--- src/rtl/sata_chan_pkg.sv ---
// Shared definitions for the SATA PHY channel model: ALIGN primitive,
// link state encoding and an ALIGN detector.
package sata_chan_pkg;

    localparam logic [31:0] ALIGN_DAT = 32'h7B4A_4ABC;
    localparam logic [3:0]  ALIGN_K   = 4'b0001;

    typedef enum logic [1:0] {
        DOWN  = 2'd0,
        TRAIN = 2'd1,
        UP    = 2'd2
    } link_state_t;

    function automatic logic is_align(input logic [31:0] dat, input logic [3:0] datchar);
        return (dat == ALIGN_DAT) && (datchar == ALIGN_K);
    endfunction

endpackage

--- src/rtl/sata_chan_dly.sv ---
// One direction of the channel: circular delay line, ALIGN forcing outside UP,
// delivered-dword counter and optional error injection (SATA_CHAN_ERRINJ_EN).
module sata_chan_dly
    import sata_chan_pkg::*;
#(
    parameter int DW        = 32,
    parameter int KW        = 4,
    parameter int MAX_DELAY = 16,
    parameter int DLYW      = 5,
    parameter int CNTW      = 32
) (
    input  logic            clk,
    input  logic            rst,
    input  logic            up_next,
    input  logic [DLYW-1:0] dly,
`ifdef SATA_CHAN_ERRINJ_EN
    input  logic            inj,
    input  logic [DW-1:0]   inj_mask,
`endif
    input  logic [DW-1:0]   tx_dat,
    input  logic [KW-1:0]   tx_datchar,
    output logic [DW-1:0]   rx_dat,
    output logic [KW-1:0]   rx_datchar,
    output logic [CNTW-1:0] cnt
);

    localparam int DEPTH = MAX_DELAY + 1;
    localparam int PW    = $clog2(DEPTH);

    logic [DW-1:0] mem_dat [DEPTH];
    logic [KW-1:0] mem_k   [DEPTH];
    logic [PW-1:0] wrptr;
    logic [PW-1:0] rdptr;
    logic [PW:0]   rd_sum;
    logic [DW-1:0] sel_dat;
    logic [KW-1:0] sel_k;
    logic [DW-1:0] nxt_dat;
    logic [KW-1:0] nxt_k;

    // A zero delay bypasses the buffer: the slot at wrptr is only written at this edge.
    always_comb begin
        rd_sum = {1'b0, wrptr} + (PW+1)'(DEPTH) - (PW+1)'(dly);
        if (rd_sum >= (PW+1)'(DEPTH)) begin
            rd_sum = rd_sum - (PW+1)'(DEPTH);
        end
        rdptr = rd_sum[PW-1:0];
        if (dly == '0) begin
            sel_dat = tx_dat;
            sel_k   = tx_datchar;
        end else begin
            sel_dat = mem_dat[rdptr];
            sel_k   = mem_k[rdptr];
        end
`ifdef SATA_CHAN_ERRINJ_EN
        if (inj) begin
            sel_dat = sel_dat ^ inj_mask;
        end
`endif
        if (up_next) begin
            nxt_dat = sel_dat;
            nxt_k   = sel_k;
        end else begin
            nxt_dat = DW'(ALIGN_DAT);
            nxt_k   = KW'(ALIGN_K);
        end
    end

    always_ff @(posedge clk) begin
        if (rst) begin
            wrptr      <= '0;
            rx_dat     <= DW'(ALIGN_DAT);
            rx_datchar <= KW'(ALIGN_K);
            cnt        <= '0;
            for (int i = 0; i < DEPTH; i++) begin
                mem_dat[i] <= DW'(ALIGN_DAT);
                mem_k[i]   <= KW'(ALIGN_K);
            end
        end else begin
            mem_dat[wrptr] <= tx_dat;
            mem_k[wrptr]   <= tx_datchar;
            wrptr          <= (wrptr == PW'(DEPTH - 1)) ? '0 : wrptr + PW'(1);
            rx_dat         <= nxt_dat;
            rx_datchar     <= nxt_k;
            if (up_next && !is_align(nxt_dat, nxt_k)) begin
                cnt <= cnt + CNTW'(1);
            end
        end
    end

endmodule

--- config.mk ---
export PLATFORM = sky130hd
export DESIGN_NAME = sata_chan_dly
export DESIGN_NICKNAME = d
export VERILOG_FILES = /design/src/rtl/sata_chan_pkg.sv /design/src/rtl/sata_chan_dly.sv
export SDC_FILE = /design/constraint.sdc
export NUM_CORES = 2
export LEC_CHECK = 0
export BUFFER_PORTS_ARGS = -buffer_cell sky130_fd_sc_hd__buf_4
export CAP_MARGIN = 20
export CELL_PAD_IN_SITES_DETAIL_PLACEMENT = 0
export CELL_PAD_IN_SITES_GLOBAL_PLACEMENT = 1
export CORE_MARGIN = 4
export CORE_UTILIZATION = 53
export CTS_BUF_LIST = sky130_fd_sc_hd__clkbuf_4 sky130_fd_sc_hd__clkbuf_8 sky130_fd_sc_hd__clkbuf_16
export CTS_CLUSTER_SIZE = 28
export DETAILED_ROUTE_END_ITERATION = 8
export PLACE_DENSITY_LB_ADDON = 0.08
export SLEW_MARGIN = 10
export SYNTH_ARGS = -nofsm -noshare
export SYNTH_HDL_FRONTEND = slang
export SYNTH_SLANG_ARGS = --single-unit
--- constraint.sdc ---
create_clock -name clk -period 6.7 [get_ports clk]
set_input_delay 1.005 -clock clk [delete_from_list [all_inputs] [get_ports clk]]
set_output_delay 1.005 -clock clk [all_outputs]
set_load 0.01 [all_outputs]
==> metrics <==
synth warn=0; Clk network pwr share=0.346; clk buf depth=3; die area=115000 µm²; clock-pin transition on the worst setup and hold timing paths=60 ps; CTS Buf Count=136; max incr delay on CP=580 ps; FMAX=154 MHz; sequential share of power=0.399; routed wire length=211 mm; Net Sw Frac=0.308; max-cap check violation count=0; drt first pass iters=9; area growth from synthesis to final layout=14.2%; HPWL Detailed=122 mm; gpl congestion=0.923; final worst path period share=0.971; Layout fillers=8322; count of final setup violators=0; Yosys reg bits=1225; CP Data Required Time=7320 ps; sequential fraction of the synthesis area=0.619; Cells after Synth=4231; most numerous cell in the Yosys netlist=edfxtp_1; Max Slew Vio Count=0; VDD IR max=0.000216 V; share of synthesized registers carrying an async set or reset=0; number of global-route vias before repair=39600; synth unique cells=89; NetSw=0.00663 W; TritonCTS clock tree=yes; hold crit path type=flip-flop to flip-flop; Clock H-tree levels=4; outcome=finished clean; Mapped Area=58300 µm²; Total Routing Usage GR=0.362; Row Count=121; Arr. time, crit path=7130 ps; internal power=0.0149 W; worst-path fanout max=24; Port Buffers=111; pwr/cell area=324 nW/µm²; Routed Antenna Nets=0; Crit-path slowest cell=or4_1; # DRC=0; Boundary Pins=112; Combinational Power Share=0.254; Clock Latency Late Sink=770 ps; clk_skew=37.3 ps; Initial Utilization=0.535; Vias/cell=7.08; average size of a mapped cell=13.8 µm²; Sequential Area=36100 µm²; Setup crit end kind=flip-flop; Worst-Margin Slew=1430 ps; first-pass GRT wire length=298 mm; vias=41800; Final Hold Viols=0; Final Hold Slack=519 ps; DIE HEIGHT=340 µm; multi-input logic area=20700 µm²; Post-CTS Setup Inserts=0; DR WL/cell=35.7 µm; leakage=21.7 nW; Die Wd=340 µm; Post-synth EDFFs=1152; CTS Hold Bufs=0; Worst setup SP type=flip-flop; crit path kind=flip-flop to flip-flop; GR Overflow Total=0; # nets final=4434; largest net degree at the start of global routing=120; clock root buffer master=clkbuf_16; clock sinks=1225; Resized Gates After CTS=0; Total Power=0.0215 W; post-synth top area share=0.594; Post-synth top flop=edfxtp_1; Post-Place Worst Slack=-199 ps; Slew headroom=0.0409; initial antenna violation count=13; most frequent cells after synthesis=edfxtp_1 (1152), or3_1 (330), and2_1 (324); DR iter-0 viols=6481; min Tclk post-route=6500 ps; post-synth top area cell=edfxtp_1; Final WS setup=196 ps; RSZ-0062 raised after global routing=false; share of layout cells above drive strength 1=0.219; Synth area leaders=edfxtp_1 (59%), mux4_2 (9.2%), or3_1 (3.5%), and2_1 (3.5%), dfxtp_1 (2.5%); CORE AREA=109000 µm²; Syn Nets=4292
power groups by stage:
stage                     logic [W]  registers [W]  clock network [W]
after global placement      0.00527        0.00875                  0
after detailed placement    0.00527        0.00876                  0
after floorplan             0.00285        0.00877                  0
after global routing        0.00562        0.00861            0.00785
after CTS                   0.00530        0.00860            0.00751
final                       0.00547        0.00860            0.00746
sequential cells by signal, indices dropped and copies added, names as in the netlist:
name / cells
wrptr: 5
mem_k: 128
mem_dat: 1024
rx_dat: 32
rx_datchar: 4
cnt: 32
path summary, 6_finish.rpt:
check	start	to	slack [ps]	cells after the start
setup / recovery	wrptr[1]	cnt[5]	200	25
setup reg to reg	wrptr[1]	cnt[5]	200	25
hold / removal	cnt[10]	cnt[10]	520	2
hold reg to reg	cnt[10]	cnt[10]	520	2
kinds of logic after synthesis:
| family | synth area share |
|---|---|
| AO/OA/AOI/OAI | 0.0843 |
| XOR/XNOR | 0.00118 |
| multiplexers | 0.130 |
| adder cells (fa/ha/maj) | 0.00378 |
| flip-flops | 0.619 |
| AND/OR/NAND/NOR | 0.132 |
| buffers and inverters | 0.0303 |
layout make-up:
| cell class | count | area share |
|---|---|---|
| multi-input cells | 2600 | 0.311 |
| inverters | 26 | 0.00147 |
| clock buffers | 187 | 0.0588 |
| flip-flops and latches | 1225 | 0.542 |
| well taps | 1414 | 0.0266 |
| repair buffers | 384 | 0.0518 |
| diodes | 7 | 0.000263 |
| clock inverters | 61 | 0.00806 |
per-stage QoR:
| step | instances | setup TNS (ps) | utilization | cell area [µm²] |
|---|---|---|---|---|
| 3_5_place_dp | 5649 | -4250 | 0.570 | 62100 |
| 3_3_place_gp | 5649 | -4090 | 0.570 | 62100 |
| 6_report | 5904 | 0 | 0.611 | 66600 |
| 5_1_grt | 5897 | 0 | 0.611 | 66600 |
| 2_1_floorplan | 4231 | 0 | - | 58300 |
| 4_1_cts | 5897 | 0 | 0.611 | 66600 |
worst max-delay path, delay by kind of cell, from the launching register on:
kind	cells	cell delay (ps)
and+or+nand+nor	7	1760
AOI/OAI and AO/OA	5	1440
buffers and inverters	8	1310
adders and majority gates	3	920
DFF	1	380
muxes	1	340
xor gates and xnor gates	1	180
metal layers:
| metal | part of all wire | GRT usage | wire [µm] |
|---|---|---|---|
| met1 | 0.38 | 0.514 | 80300 |
| met2 | 0.43 | 0.524 | 90800 |
| met3 | 0.14 | 0.103 | 28800 |
| met4 | 0.052 | 0.156 | 11000 |
| met5 | 0.00038 | 0 | 80 |
layout by cell type (no fill, tap or decap), drive strengths merged, types with 10 or more instances in the layout:
cell,n
clkbuf,187
and2,326
ha,16
nand4,21
a21oi,103
o31ai,18
o22ai,183
a22oi,10
nand2,221
edfxtp,1152
nand3,88
o221ai,76
mux4,239
nor4,28
nand2b,12
a2111oi,16
and3,25
a211oi,42
nor2b,42
clkinv,43
inv,32
mux2i,146
or3,330
nor2,179
o311ai,10
o21ai,91
mux2,64
a21o,25
o21a,10
o211ai,27
buf,384
nor3,100
a31oi,28
dfxtp,73
(Power assumes the default switching activity.)
